File: src/rtl/segasys1_prgrom_arb.sv
// Program-ROM read-port arbiter: round-robin between two requesters, fixed ROM
// latency, registered data with a one-cycle ack, grants frozen during download.
module segasys1_prgrom_arb #(
    parameter int AW      = 15,
    parameter int DW      = 8,
    parameter int ROM_LAT = 1   // legal range 1..7; the 3-bit counter cannot hold more
) (
    input  logic          clk,
    input  logic          reset_n,
    input  logic          a_req,
    input  logic [AW-1:0] a_ad,
    output logic          a_ack,
    output logic [DW-1:0] a_dt,
    input  logic          b_req,
    input  logic [AW-1:0] b_ad,
    output logic          b_ack,
    output logic [DW-1:0] b_dt,
    input  logic          dl_busy,
    output logic [AW-1:0] rom_ad,
    input  logic [DW-1:0] rom_dt,
    output logic          busy
);

    typedef enum logic {
        IDLE = 1'b0,
        WAIT = 1'b1
    } state_t;

    localparam logic [2:0] LAT3 = 3'(ROM_LAT);

    state_t     state;
    logic       gnt;        // 0 = A, 1 = B
    logic       last_gnt;   // 0 = A, 1 = B
    logic [2:0] cnt;

    logic a_elig;
    logic b_elig;
    logic pick_b;

    // A requester whose ack is high this cycle is still holding req from the
    // finished access, so it must sit out one cycle to avoid a double grant.
    always_comb begin
        a_elig = a_req && !a_ack && !dl_busy;
        b_elig = b_req && !b_ack && !dl_busy;
        pick_b = b_elig && (!a_elig || !last_gnt);
    end

    // NOTE: all state and outputs update with <= so every read in this block
    // sees the pre-edge value, regardless of statement order.
    always_ff @(posedge clk) begin
        if (!reset_n) begin
            state    <= IDLE;
            gnt      <= 1'b0;
            last_gnt <= 1'b1;
            cnt      <= '0;
            rom_ad   <= '0;
            a_dt     <= '0;
            b_dt     <= '0;
            a_ack    <= 1'b0;
            b_ack    <= 1'b0;
            busy     <= 1'b0;
        end else begin
            a_ack <= 1'b0;
            b_ack <= 1'b0;
            case (state)
                IDLE: begin
                    if (a_elig || b_elig) begin
                        rom_ad   <= pick_b ? b_ad : a_ad;
                        gnt      <= pick_b;
                        last_gnt <= pick_b;
                        cnt      <= LAT3;
                        busy     <= 1'b1;
                        state    <= WAIT;
                    end
                end
                WAIT: begin
                    if (cnt == 3'd0) begin
                        if (gnt) begin
                            b_dt  <= rom_dt;
                            b_ack <= 1'b1;
                        end else begin
                            a_dt  <= rom_dt;
                            a_ack <= 1'b1;
                        end
                        busy  <= 1'b0;
                        state <= IDLE;
                    end else begin
                        cnt <= cnt - 3'd1;
                    end
                end
                default: state <= IDLE;
            endcase
        end
    end

endmodule

File: config.mk
export PLATFORM = sky130hd
export DESIGN_NAME = segasys1_prgrom_arb
export DESIGN_NICKNAME = d
export VERILOG_FILES = /design/src/rtl/segasys1_prgrom_arb.sv
export SDC_FILE = /design/constraint.sdc
export NUM_CORES = 1
export LEC_CHECK = 0
export BUFFER_PORTS_ARGS = -buffer_cell sky130_fd_sc_hd__buf_2
export CAP_MARGIN = 20
export CELL_PAD_IN_SITES_DETAIL_PLACEMENT = 1
export CELL_PAD_IN_SITES_GLOBAL_PLACEMENT = 1
export CORE_MARGIN = 5
export CORE_UTILIZATION = 32
export DETAILED_ROUTE_END_ITERATION = 8
export PLACE_DENSITY_LB_ADDON = 0.1
export SLEW_MARGIN = 15
export SYNTH_ARGS = -nofsm -noshare
export SYNTH_HDL_FRONTEND = slang
export SYNTH_SLANG_ARGS = --single-unit
File: constraint.sdc
create_clock -name clk -period 1.79 [get_ports clk]
set_clock_uncertainty 0.05 [all_clocks]
set_input_delay 0.0895 -clock clk [delete_from_list [all_inputs] [get_ports clk]]
set_output_delay 0.0895 -clock clk [all_outputs]
set_load 0.02 [all_outputs]
== Yosys cells after proc, flatten, opt, wreduce, memory -nomap -nowiden ==
Index checks and enable logic that the tools add are counted.

* $add $sub $neg: 1
* Eq/ne operators: 3
* Reductions and logical operators: 19
* Multiplexer cells: 12
* Bitwise logic cells: 2

{| class="wikitable"
|+ Operator list
! cell !! count
|-
| 15-bit 2-to-1 mux || 1
|-
| 3-bit AND reduction || 3
|-
| 1-bit 2-to-1 mux || 6
|-
| 3-bit 2-to-1 mux || 2
|-
| 3-bit one-hot mux with 2 select lines || 1
|-
| 2-bit AND reduction || 3
|-
| 1-bit logical AND || 5
|-
| 1-bit zero test || 5
|-
| 2-bit != test (second input constant) || 2
|-
| 1-bit one-hot mux with 2 select lines || 2
|-
| 3-bit zero test || 1
|-
| 3-bit by 1-bit subtractor with 3-bit output (second input constant) || 1
|-
| 1-bit logical OR || 2
|-
| 2-bit by 1-bit != test with 1-bit output (second input constant) || 1
|-
| 1-bit NOT || 2
|}

* Register bits after elaboration: 40
* Word-level logic and storage cells: 47
* Input port bits: 43
* Output and inout bits: 34

== Depth between registers and ports, before layout ==
* Depth in word-level cells: 7
* Depth in mapped cells: 8
* Gate-level depth less buffers: 7

== Worst setup path before layout ==
Ideal clock, no wire load.

* Path type: reg2reg
* Start point: register a_ack
* End point: register rom_ad[10]
* Buffers on the path: 2
* Stages on the path, launching flop included: 7
* Library setup time: 125 ps
* Data required time: 1615 ps
* Clock period less this slack: 1588 ps
* Arrival: 1412 ps
* Slack: 202 ps
* Cells stage by stage: dfxtp_1 -> and3b_2 -> or3_1 -> buf_6 -> buf_8 -> nand2_1 -> a31oi_1

* Word-level cells in the longest chain between the ends: 7
* Elaborated cells on any way between the ends: 9
* Classes of those cells: mux: 1; reduce/logical: 8

{| class="wikitable"
|+ Ends and longest elaborated chain
! what !! RTL line !! RTL
|-
| start, declared || 12 || <nowiki>output logic a_ack,</nowiki>
|-
| start signal, assigned || 59 || <nowiki>a_ack <= 1'b0;</nowiki>
|-
| start signal, assigned || 63 || <nowiki>a_ack <= 1'b0;</nowiki>
|-
| start signal, assigned || 83 || <nowiki>a_ack <= 1'b1;</nowiki>
|-
| 1-bit zero test (*) || 43 || <nowiki>a_elig = a_req && !a_ack && !dl_busy;</nowiki>
|-
| 1-bit logical AND (*) (2 in series) || 43 ||
|-
| 1-bit zero test || 45 || <nowiki>pick_b = b_elig && (!a_elig || !last_gnt);</nowiki>
|-
| 1-bit logical OR || 45 ||
|-
| 1-bit logical AND || 45 ||
|-
| 15-bit 2-to-1 mux || 68 || <nowiki>rom_ad <= pick_b ? b_ad : a_ad;</nowiki>
|-
| end signal, assigned || 68 ||
|-
| end, declared || 19 || <nowiki>output logic [AW-1:0] rom_ad,</nowiki>
|}

Every way passes the cells marked *; elsewhere a longest branch is shown, timed or not.
A chain may end at the register's enable or synchronous reset.

== Worst setup path in the final report ==
* Start point: register a_ack
* End point: register rom_ad[11]

The elaborated chain is that of the path after synthesis.

==> out/results.ini <==
[detailed_routing]
drt_iter0_drc = 88
num_vias = 1696
avgRoutedWirePerCell_um = 13.3
vias_per_cell = 4.53
drc = 0
drt-pass1-iter-count = 4
ant_nets = 0
wl_um = 4990

[grt]
grt_pass1_wl_um = 7850
grt_max_degree = 39
grt_antenna_before_repair = 0
grt_use_total_pct = 15.5
overflow = 0
grt_pass1_vias = 1701

[cells_and_area]
regArea_um2 = 801
layout.nets = 348
multiInputGateArea_um2 = 754
drive_above_1_share_pct = 29.9
syn2layout_area_growth_pct = 51.9
antenna_cells = 0
final_cell_area_um2 = 2500
final_common_cell = buf_2
final_cell_mix = 76 x buf_2, 66 x nand2_1, 40 x dfxtp_1, 31 x dlygate4sd3_1, 16 x o21ai_0
fillCellCount = 623
final-instance-count-excl-fill = 374

[power_and_ir_drop]
p_sw_mw = 0.558
peakVddDrop_uv = 389
clockPowerShare_pct = 34.9
p_comb_share_pct = 18.7
internal_power_mw = 1.54
seqPwrFrac_pct = 46.4
p_leak_nw = 1.14
p_sw_share_pct = 26.6
p_per_area_nw_per_um2 = 840

[critical_path]
critPathMaxFanout = 15
r2r-start = a_ack
worst-setup-path-type = reg2reg
cp-endpoint = rom_ad[11]
worstReg2RegEnd = rom_ad[11]
ff2ff_path_depth = 4
cp_data_required_time_ps = 1920
endpoint_kind = flop
cp-start-kind = flop
critPathLaunch = a_ack
r2r_slack_ps = 210
arrival_ps = 1710

[yosys]
netlist_area_um2 = 1650
synthCells = 198
yosys_warnings = 0
synth_seq_cells = 40
synth_top_area_share_pct = 48.7
synth.distinct_cells = 29
syn_nets = 243
synth_top_area_cell = dfxtp_1
synth_edf_count = 0
ys.flop_type = dfxtp_1
synth_area_leaders = dfxtp_1 49%, nand2_1 15%, a31oi_1 5.7%, o21ai_0 4.9%, a21boi_0 4.1%
ys_async_sr_fraction_pct = 0
yosysSeqAreaShare_pct = 48.7
avgSynthCellArea_um2 = 8.31

[die]
die_height_um = 81.7
io_pins = 77
core_um2 = 5040
rows = 26
die_w_um = 81.7
start_util_pct = 32.6
die_area_um2 = 6680

[clock_tree]
cts_max_path_buffers = 2
h-tree-depth = 2
cts.clk_slew.worst_paths_ps = 80
cts_setup_buffers = 0
holdBufCountCts = 31
clock-sinks = 40
clock-root-buffer = clkbuf_8
cts_resized = 0
clk_latency_ps = 290
numCtsBuffers = 5
cts_tree = yes

[placement]
port_buffers = 76
dp.cells = 335
place_congestion = 0.696
hpwl_um = 3300
place_ws_ps = 184
dpl_cell_area_um2 = 2080

[sta]
hold_viol = 0
finalCritPeriodShare_pct = 88.4
slew_headroom_pct = 65.7
report.final.slew_viol_count = 0
finalSetupViolations = 0
tns_ps = 0
rsz0062_at_grt = no
fmax_mhz = 632
finalCriticalPeriod_ps = 1580
layout_setup_ws_ps = 207
worst_slew_pin_slew_ps = 514

[job]
drv_cap = 0

[hold_path]
hp-class = in2reg

[run_status]
status = finished clean

-- worst min path at each step --
stage          startpoint         end  slack [ps]  cells after the start
3_5_place_dp    rom_dt[5]     a_dt[5]         300                      3
3_3_place_gp     a_ad[13]  rom_ad[13]         300                      3
2_1_floorplan   rom_dt[0]     a_dt[0]         170                      2
4_1_cts           b_ad[6]   rom_ad[6]           1                      3
6_report         a_ad[10]  rom_ad[10]           9                      3
5_1_grt           a_ad[9]   rom_ad[9]           1                      3
-- cell usage after synthesis, types with 2 or more instances --
| cell | count |
|---|---|
| nand2_1 | 66 |
| inv_1 | 4 |
| o22ai_1 | 2 |
| dfxtp_1 | 40 |
| nor2_1 | 3 |
| and2_1 | 4 |
| ha_1 | 2 |
| buf_6 | 2 |
| a21boi_1 | 8 |
| buf_2 | 3 |
| a31oi_1 | 15 |
| a21boi_0 | 9 |
| nand2b_1 | 4 |
| o21ai_0 | 16 |
| clkbuf_1 | 6 |
-- critical path, cell delays in order, from the launching register on --
cell,delay [ps]
dfxtp_1,330
and3b_2,240
or3_1,590
nand2_1,170
a31oi_1,90
-- power groups by stage --
| stage | registers [mW] | logic, mW | clock network (mW) |
|---|---|---|---|
| after detailed placement | 0.994 | 0.345 | 0 |
| after floorplan | 1.05 | 0.156 | 0 |
| after global placement | 0.994 | 0.341 | 0 |
| after CTS | 0.974 | 0.398 | 0.756 |
| final | 0.973 | 0.393 | 0.731 |
| after global routing | 0.981 | 0.436 | 0.800 |
-- registers in the layout, indices dropped and copies added (netlist names) --
signal	flops
a_ack	1
a_dt	8
b_ack	1
b_dt	8
busy	1
cnt	3
gnt	1
last_gnt	1
rom_ad	15
state	1
-- routing by layer --
| layer | wire length [um] | global-route usage, % | up-vias |
|---|---|---|---|
| li1 | - | - | 871 |
| met1 | 2210 | 18.0 | 757 |
| met2 | 2290 | 26.3 | 60 |
| met3 | 429 | 6.03 | 8 |
| met4 | 61 | 4.98 | 0 |
| met5 | 0 | 0 | - |
-- stage by stage --
step	hold WS [ps]	utilization, %	total power [mW]
4_1_cts	1.08	49.6	2.13
3_3_place_gp	297	41.3	1.33
6_report	9.10	49.6	2.10
2_1_floorplan	174	-	1.20
3_5_place_dp	298	41.3	1.34
5_1_grt	1.45	49.6	2.22
-- logic make-up after synthesis --
logic type                 Yosys count  share of synthesized area (%)
and+or+nand+nor                     85                           22.5
buffers and inverters               17                           5.93
AOI/OAI and AO/OA                   54                           21.4
DFF                                 40                           48.7
adders and majority gates            2                           1.52
-- layout make-up --
class,instances,share of cell area [%]
inverters,4,0.601
flip-flops and latches,40,32.0
clock inverters,2,1.40
clock buffers,6,2.90
well taps,70,3.51
multi-input cells,141,30.2
repair buffers,111,29.3
Power figures use the tool's default switching activity.
